===== config.mk =====
export PLATFORM = sky130hd
export DESIGN_NAME = cmu
export DESIGN_NICKNAME = d
export VERILOG_FILES = /design/src/rtl/cmu.sv
export SDC_FILE = /design/constraint.sdc
export NUM_CORES = 1
export LEC_CHECK = 0
export ABC_AREA = 1
export CORE_MARGIN = 1
export CORE_UTILIZATION = 46
export CTS_CLUSTER_DIAMETER = 150
export DETAILED_ROUTE_END_ITERATION = 8
export PLACE_DENSITY = 0.86
export SLEW_MARGIN = 20
export SYNTH_ARGS = -nofsm -noshare
export SYNTH_HDL_FRONTEND = slang
export SYNTH_SLANG_ARGS = --single-unit

===== constraint.sdc =====
create_clock -name clk -period 2.75 [get_ports clk]
set_input_delay 0.4125 -clock clk [delete_from_list [all_inputs] [get_ports clk]]
set_output_delay 0.4125 -clock clk [all_outputs]
set_load 0.05 [all_outputs]

===== src/rtl/cmu.sv =====
// rtl/cmu.sv - cache management unit: CPU lookup, dirty victim write-back and line fill
// Sequences a 2-way set-associative data cache and a request/acknowledge memory bus.
module cmu #(
  parameter int ADDR_BITS  = 32,
  parameter int TAG_BITS   = 23,
  parameter int LINE_WORDS = 4
) (
  input  logic                 clk,
  input  logic                 rst,
  input  logic [ADDR_BITS-1:0] addr_rw,
  input  logic                 en_r,
  input  logic                 en_w,
  input  logic [2:0]           u_b_h_w,
  input  logic [31:0]          data_w,
  output logic [31:0]          data_r,
  output logic                 stall,
  output logic [ADDR_BITS-1:0] cache_addr,
  output logic                 cache_load,
  output logic                 cache_edit,
  output logic                 cache_store,
  output logic                 cache_invalid,
  output logic [2:0]           cache_u_b_h_w,
  output logic [31:0]          cache_din,
  input  logic                 cache_hit,
  input  logic                 cache_valid,
  input  logic                 cache_dirty,
  input  logic [TAG_BITS-1:0]  cache_tag,
  input  logic [31:0]          cache_dout,
  output logic                 mem_cs_o,
  output logic                 mem_we_o,
  output logic [ADDR_BITS-1:0] mem_addr_o,
  output logic [31:0]          mem_data_o,
  input  logic [31:0]          mem_data_i,
  input  logic                 mem_ack_i
);

  localparam int CNT_BITS = $clog2(LINE_WORDS);
  localparam int OFF_BITS = CNT_BITS + 2;
  localparam int IDX_BITS = ADDR_BITS - TAG_BITS - OFF_BITS;
  localparam logic [CNT_BITS-1:0] CNT_LAST = CNT_BITS'(LINE_WORDS - 1);

  typedef enum logic [2:0] {
    S_IDLE,
    S_LOOKUP,
    S_BACK_RD,
    S_BACK_WR,
    S_FILL,
    S_WAIT
  } state_t;

  state_t                state;
  logic [CNT_BITS-1:0]   cnt;
  logic [ADDR_BITS-1:0]  req_addr;
  logic [2:0]            req_ubhw;
  logic [31:0]           req_data;
  logic                  req_wr;
  logic [TAG_BITS-1:0]   victim_tag;
  logic [31:0]           wb_data;
  logic                  wb_first;

  logic [IDX_BITS-1:0]   req_idx;
  logic [TAG_BITS-1:0]   req_tag;
  logic [ADDR_BITS-1:0]  victim_line_addr;
  logic [ADDR_BITS-1:0]  fill_line_addr;

  assign req_idx          = req_addr[OFF_BITS +: IDX_BITS];
  assign req_tag          = req_addr[ADDR_BITS-1 -: TAG_BITS];
  assign victim_line_addr = {victim_tag, req_idx, cnt, 2'b00};
  assign fill_line_addr   = {req_tag, req_idx, cnt, 2'b00};

  always_ff @(posedge clk) begin
    if (!rst) begin
      state      <= S_IDLE;
      cnt        <= '0;
      req_addr   <= '0;
      req_ubhw   <= '0;
      req_data   <= '0;
      req_wr     <= 1'b0;
      victim_tag <= '0;
      wb_data    <= '0;
      wb_first   <= 1'b0;
      data_r     <= '0;
    end else begin
      case (state)
        S_IDLE: begin
          if (en_r | en_w) begin
            req_addr <= addr_rw;
            req_ubhw <= u_b_h_w;
            req_data <= data_w;
            req_wr   <= en_w;
            state    <= S_LOOKUP;
          end
        end
        S_LOOKUP: begin
          if (cache_hit) begin
            if (!req_wr) data_r <= cache_dout;
            state <= S_IDLE;
          end else if (cache_valid & cache_dirty) begin
            victim_tag <= cache_tag;
            cnt        <= '0;
            state      <= S_BACK_RD;
          end else begin
            cnt   <= '0;
            state <= S_FILL;
          end
        end
        S_BACK_RD: begin
          wb_first <= 1'b1;
          state    <= S_BACK_WR;
        end
        S_BACK_WR: begin
          // Hold the victim word locally so the bus data cannot follow later cache reads.
          if (wb_first) begin
            wb_data  <= cache_dout;
            wb_first <= 1'b0;
          end
          if (mem_ack_i) begin
            cnt   <= cnt + 1'b1;
            state <= (cnt == CNT_LAST) ? S_FILL : S_BACK_RD;
          end
        end
        S_FILL: begin
          if (mem_ack_i) begin
            cnt <= cnt + 1'b1;
            if (cnt == CNT_LAST) state <= S_WAIT;
          end
        end
        S_WAIT:  state <= S_IDLE;
        default: state <= S_IDLE;
      endcase
    end
  end

  always_comb begin
    cache_addr    = req_addr;
    cache_u_b_h_w = req_ubhw;
    cache_din     = req_data;
    cache_load    = 1'b0;
    cache_edit    = 1'b0;
    cache_store   = 1'b0;
    mem_cs_o      = 1'b0;
    mem_we_o      = 1'b0;
    mem_addr_o    = '0;
    mem_data_o    = '0;
    case (state)
      S_IDLE: begin
        cache_addr    = addr_rw;
        cache_u_b_h_w = u_b_h_w;
        cache_din     = data_w;
        // No lookups while reset is held, so LRU state is left alone.
        if (rst & (en_r | en_w)) begin
          cache_edit = en_w;
          cache_load = ~en_w;
        end
      end
      S_BACK_RD: cache_addr = victim_line_addr;
      S_BACK_WR: begin
        cache_addr = victim_line_addr;
        mem_cs_o   = 1'b1;
        mem_we_o   = 1'b1;
        mem_addr_o = victim_line_addr;
        mem_data_o = wb_first ? cache_dout : wb_data;
      end
      S_FILL: begin
        cache_addr = fill_line_addr;
        mem_cs_o   = 1'b1;
        mem_addr_o = fill_line_addr;
        if (mem_ack_i) begin
          cache_store   = 1'b1;
          cache_din     = mem_data_i;
          cache_u_b_h_w = 3'b010;
        end
      end
      default: ;
    endcase
  end

  assign stall = ((state == S_IDLE) & (en_r | en_w)) |
                 ((state != S_IDLE) & ~((state == S_LOOKUP) & cache_hit));

  assign cache_invalid = 1'b0;

endmodule


==> results.txt <==
Detailed placer's ending HPWL: 20.0 mm. The flow ran to the end, and the final reports show no timing, DRC or antenna violations. Row generation in the floorplan step produced 47 rows. Cell internal power was estimated by the tool at 5.29 mW. The final estimated routing congestion in global placement was 0.985. During placement, the flow inserted port buffers numbering 328. For the overall overflow remaining after global route, the log shows 0. In this run the worst hold path is classified as input port to flop.

The largest fanout on the critical path was 23; the number of nets in the layout was 1534. The data arrival time of the critical path was 2330 ps. The count of nets left with antenna violations once routing finished came out at 0. The run gives 12800 sq um as the summed area of non-filler cells in the final layout. The H-tree was split into 4 levels.

The number of cells on the worst hold path was 3; the final critical-path setup slack was 8.15 ps. For the number of diodes, the log shows 0. The tools report the highest achievable clock rate as 0.365 GHz. The synthesized flop and latch total works out to 161. Share of the core filled with cells in the final layout: 77.7%. Clock skew on the completed layout was measured at 8.99 ps.

The kind of end point of the critical path was an output pin. The power per cell area is 649 nW/um^2. For the overall track demand over capacity in global routing, the log shows 31.9%. The maximum number of pins on one net before global-route repair is 124, and the worst-case reg-to-reg path depth is 7. Remaining max-slew budget at the tightest pin: 54.4%.

Setup slack on the worst reg-to-reg path comes out at 910 ps. For this block, the initial DRC count from the detailed router was 520. The tools report the detailed-route via count as 8628.

Sequential cells were found to cover 41.6% of the synthesized design area. Startpoint kind of the worst setup timing path: a flop. The ratio of cells with drive above 1 in the final layout is 18.2%. The first-pass iteration count of the detailed router was 5; the number of max-slew violations in the final report was 0.

TritonCTS built the clock tree. Relative to the synthesized area, the layout overhead comes to 65.8%. For the number of antenna violations at the first check in global routing, the log shows 1.

The run gives 31 as the count of cell types in the netlist. The worst hold path endpoint is req_data[12]. The cell at the root of the clock tree is clkbuf_16. The clock input transition at the sequential cells of the worst setup and hold paths came out at 60 ps. The logs give 28.1 mm for the wire length reported by the detailed router and 424 ps for the smallest hold slack. After synthesis, the mean cell area works out to 7.20 sq um. After detailed routing, the number of remaining DRC violations is 0. The synthesized instance count came out at 1076. The initial utilization of the core area, before any placement, comes to 46.9%. The data required time of the critical path is 2340 ps, and the maximum clock path buffer count is 2.

The vias per cell came out at 5.38. The final critical delay including setup and external delays was 2740 ps; the number of setup violations in the final report was 0. In this run the power spent charging and discharging nets is 3.04 mW.

The worst-skew pair later-pin latency was 430 ps. The worst setup path is of the flop to output pin kind. The highest ir drop seen on vdd was 0.410 mV.

The synthesis warning total is 0, and the slew at the pin closest to its max-slew limit is 677 ps. The share of total power in the clock network is 28.1%. The number of buffers created by CTS was 17.

The first global-routing pass estimated 44.1 mm of wire. The completed layout was analyzed and its total power is 8.33 mW. The tools report the number of max-cap violations as 0.

The endpoint identified for the worst register-to-register timing path is req_addr[29]. After synthesis the cells add up to 7740 sq um. Net switching is 36.5% of the power. The run gives 12200 sq um as the placed cell area.

Number of global-route vias before repair: 8424. 332 I/O pins were placed. After clock tree synthesis, the flow added hold-fix buffers numbering 0. For the area of the core, the log shows 16500 sq um.

The portion of the clock cycle consumed by the worst path in the final layout is 99.7%, and the wire length per cell after detailed routing is 17.5 um. Before CTS, the worst setup slack after placement is 365 ps. Setup repair after global routing could not meet its margin everywhere. The clock net in this run drives a total of 161 sinks. The launch point of the worst hold path is rst. The share of total power dissipated in sequential elements is 31.6%. The floorplan step defined a die boundary enclosing 17400 sq um. The floorplan step set the die height to 132 um. The combinational power share was 40.3%. The count of endpoints failing hold in the final timing report is 0. Startpoint of the most critical register-to-register path: state[1]. The floorplan die width is 132 um, and the leakage power is 5.35 nW.
-- layout by cell type, fill, tap and decap left out, types with 2 or more instances in the layout --
cell type          n
a21oi_1           97
buf_12           118
buf_4             40
bufinv_16          2
clkbuf_1           2
clkbuf_16         17
clkdlybuf4s50_1  192
clkinv_2           2
clkinv_4           3
clkinvlp_4         4
conb_1             3
dfxtp_1          160
inv_1            136
inv_2              4
inv_6              2
mux2_2            32
nand2_1          193
nand2_2            2
nand3_1           20
nor2_1           120
nor2_2             3
nor2_4             4
o211ai_1          36
o21ai_0          130
o21ai_1            3
o21ai_2            9
o221ai_1          18
o221ai_2           4
o22ai_1           18
-- Yosys cell counts --
library cell / number / area (sq um)
nor2_8: 1 / 20.0
buf_4: 12 / 90.1
nor2_4: 3 / 33.8
a21oi_1: 97 / 485
nor2_2: 3 / 18.8
inv_1: 136 / 510
nand3_1: 20 / 100
buf_2: 25 / 125
o221ai_1: 22 / 193
dfxtp_1: 161 / 3220
conb_1: 1 / 3.75
nand4_1: 1 / 6.26
buf_6: 4 / 45.0
o211ai_1: 36 / 270
inv_2: 5 / 18.8
o22ai_1: 18 / 113
nand2_4: 1 / 11.3
nand2_2: 2 / 12.5
o21ai_1: 3 / 15.0
nand2_1: 193 / 724
o21ai_2: 9 / 78.8
clkbuf_1: 33 / 124
clkinv_1: 1 / 3.75
nor2_1: 120 / 450
or2_4: 1 / 8.76
o21ai_0: 130 / 651
o21ai_4: 1 / 16.3
mux2_2: 32 / 360
buf_1: 3 / 11.3
o2111ai_1: 1 / 8.76
ha_1: 1 / 12.5
-- cell type report --
class                      instances  area [sq um]
clock buffer                      20           447
clock inverter                    12           135
fill                            1091          3680
inverter                         142           538
multi-input combinational        699          3640
sequential                       161          3230
tap                              220           275
timing repair buffer             350          4580
-- how the worst max path moves through the flow --
stage / end / startpoint / slack (ps) / depth (start not counted)
4_1_cts: cache_addr[15] / state[0] / 9 / 8
5_1_grt: cache_addr[24] / state[1] / -50 / 7
2_1_floorplan: mem_addr_o[15] / state[2] / 260 / 6
3_3_place_gp: cache_din[0] / mem_ack_i / 420 / 6
6_report: cache_addr[26] / state[1] / 8 / 7
3_5_place_dp: cache_din[8] / state[2] / 370 / 7
-- power groups by stage --
stage               Clock, mW  Combinational (mW)  Sequential, mW
floorplan                   0                1.63            2.81
finish                   2.34                3.35            2.63
global route             2.46                3.52            2.65
CTS                      2.36                3.33            2.63
global placement            0                3.25            2.67
detailed placement          0                3.30            2.68
-- cells by family after synthesis --
family,share of synthesized area [%]
AND/OR/NAND/NOR,17.9
AO/OA/AOI/OAI,23.6
buffers and inverters,12.0
flip-flops,41.6
multiplexers,4.65
adder cells (fa/ha/maj),0.162
other,0.0484
-- timing repair --
action | CTS | global route
pin swaps | 1 | 1
endpoints found under the setup margin | 37 | 25
gates resized for setup | 3 | 5
hold endpoints to repair | 0 | 0
setup buffers | 0 | 2
cloned | 1 | 0
-- sequential cells by signal (all words and copies together), names as in the netlist --
register / cells
req_addr: 32
wb_first: 1
wb_data: 32
state: 3
cnt: 2
req_ubhw: 3
req_data: 32
data_r: 32
req_wr: 1
victim_tag: 23
-- critical path: stages (launching register included) --
cell,delay [ps]
dfxtp_1,370
inv_2,140
nand2_4,110
nor2_8,250
inv_1,200
buf_4,280
o221ai_1,360
buf_12,190
-- per-stage QoR --
step	std cells	TNS, ps
after global placement	1569	0
after global routing	1604	-630
after CTS	1602	0
after detailed placement	1569	0
final	1604	0
after floorplan	1078	0
-- routing by layer --
layer / part of all wire [%] / wire length (um) / GRT usage (%)
met5: 0.046 / 13 / 0
met4: 3.5 / 995 / 12.9
met3: 8.2 / 2310 / 8.84
met2: 51 / 14200 / 57.1
met1: 38 / 10600 / 35.6
No activity file was read; power rests on OpenSTA's default activity.
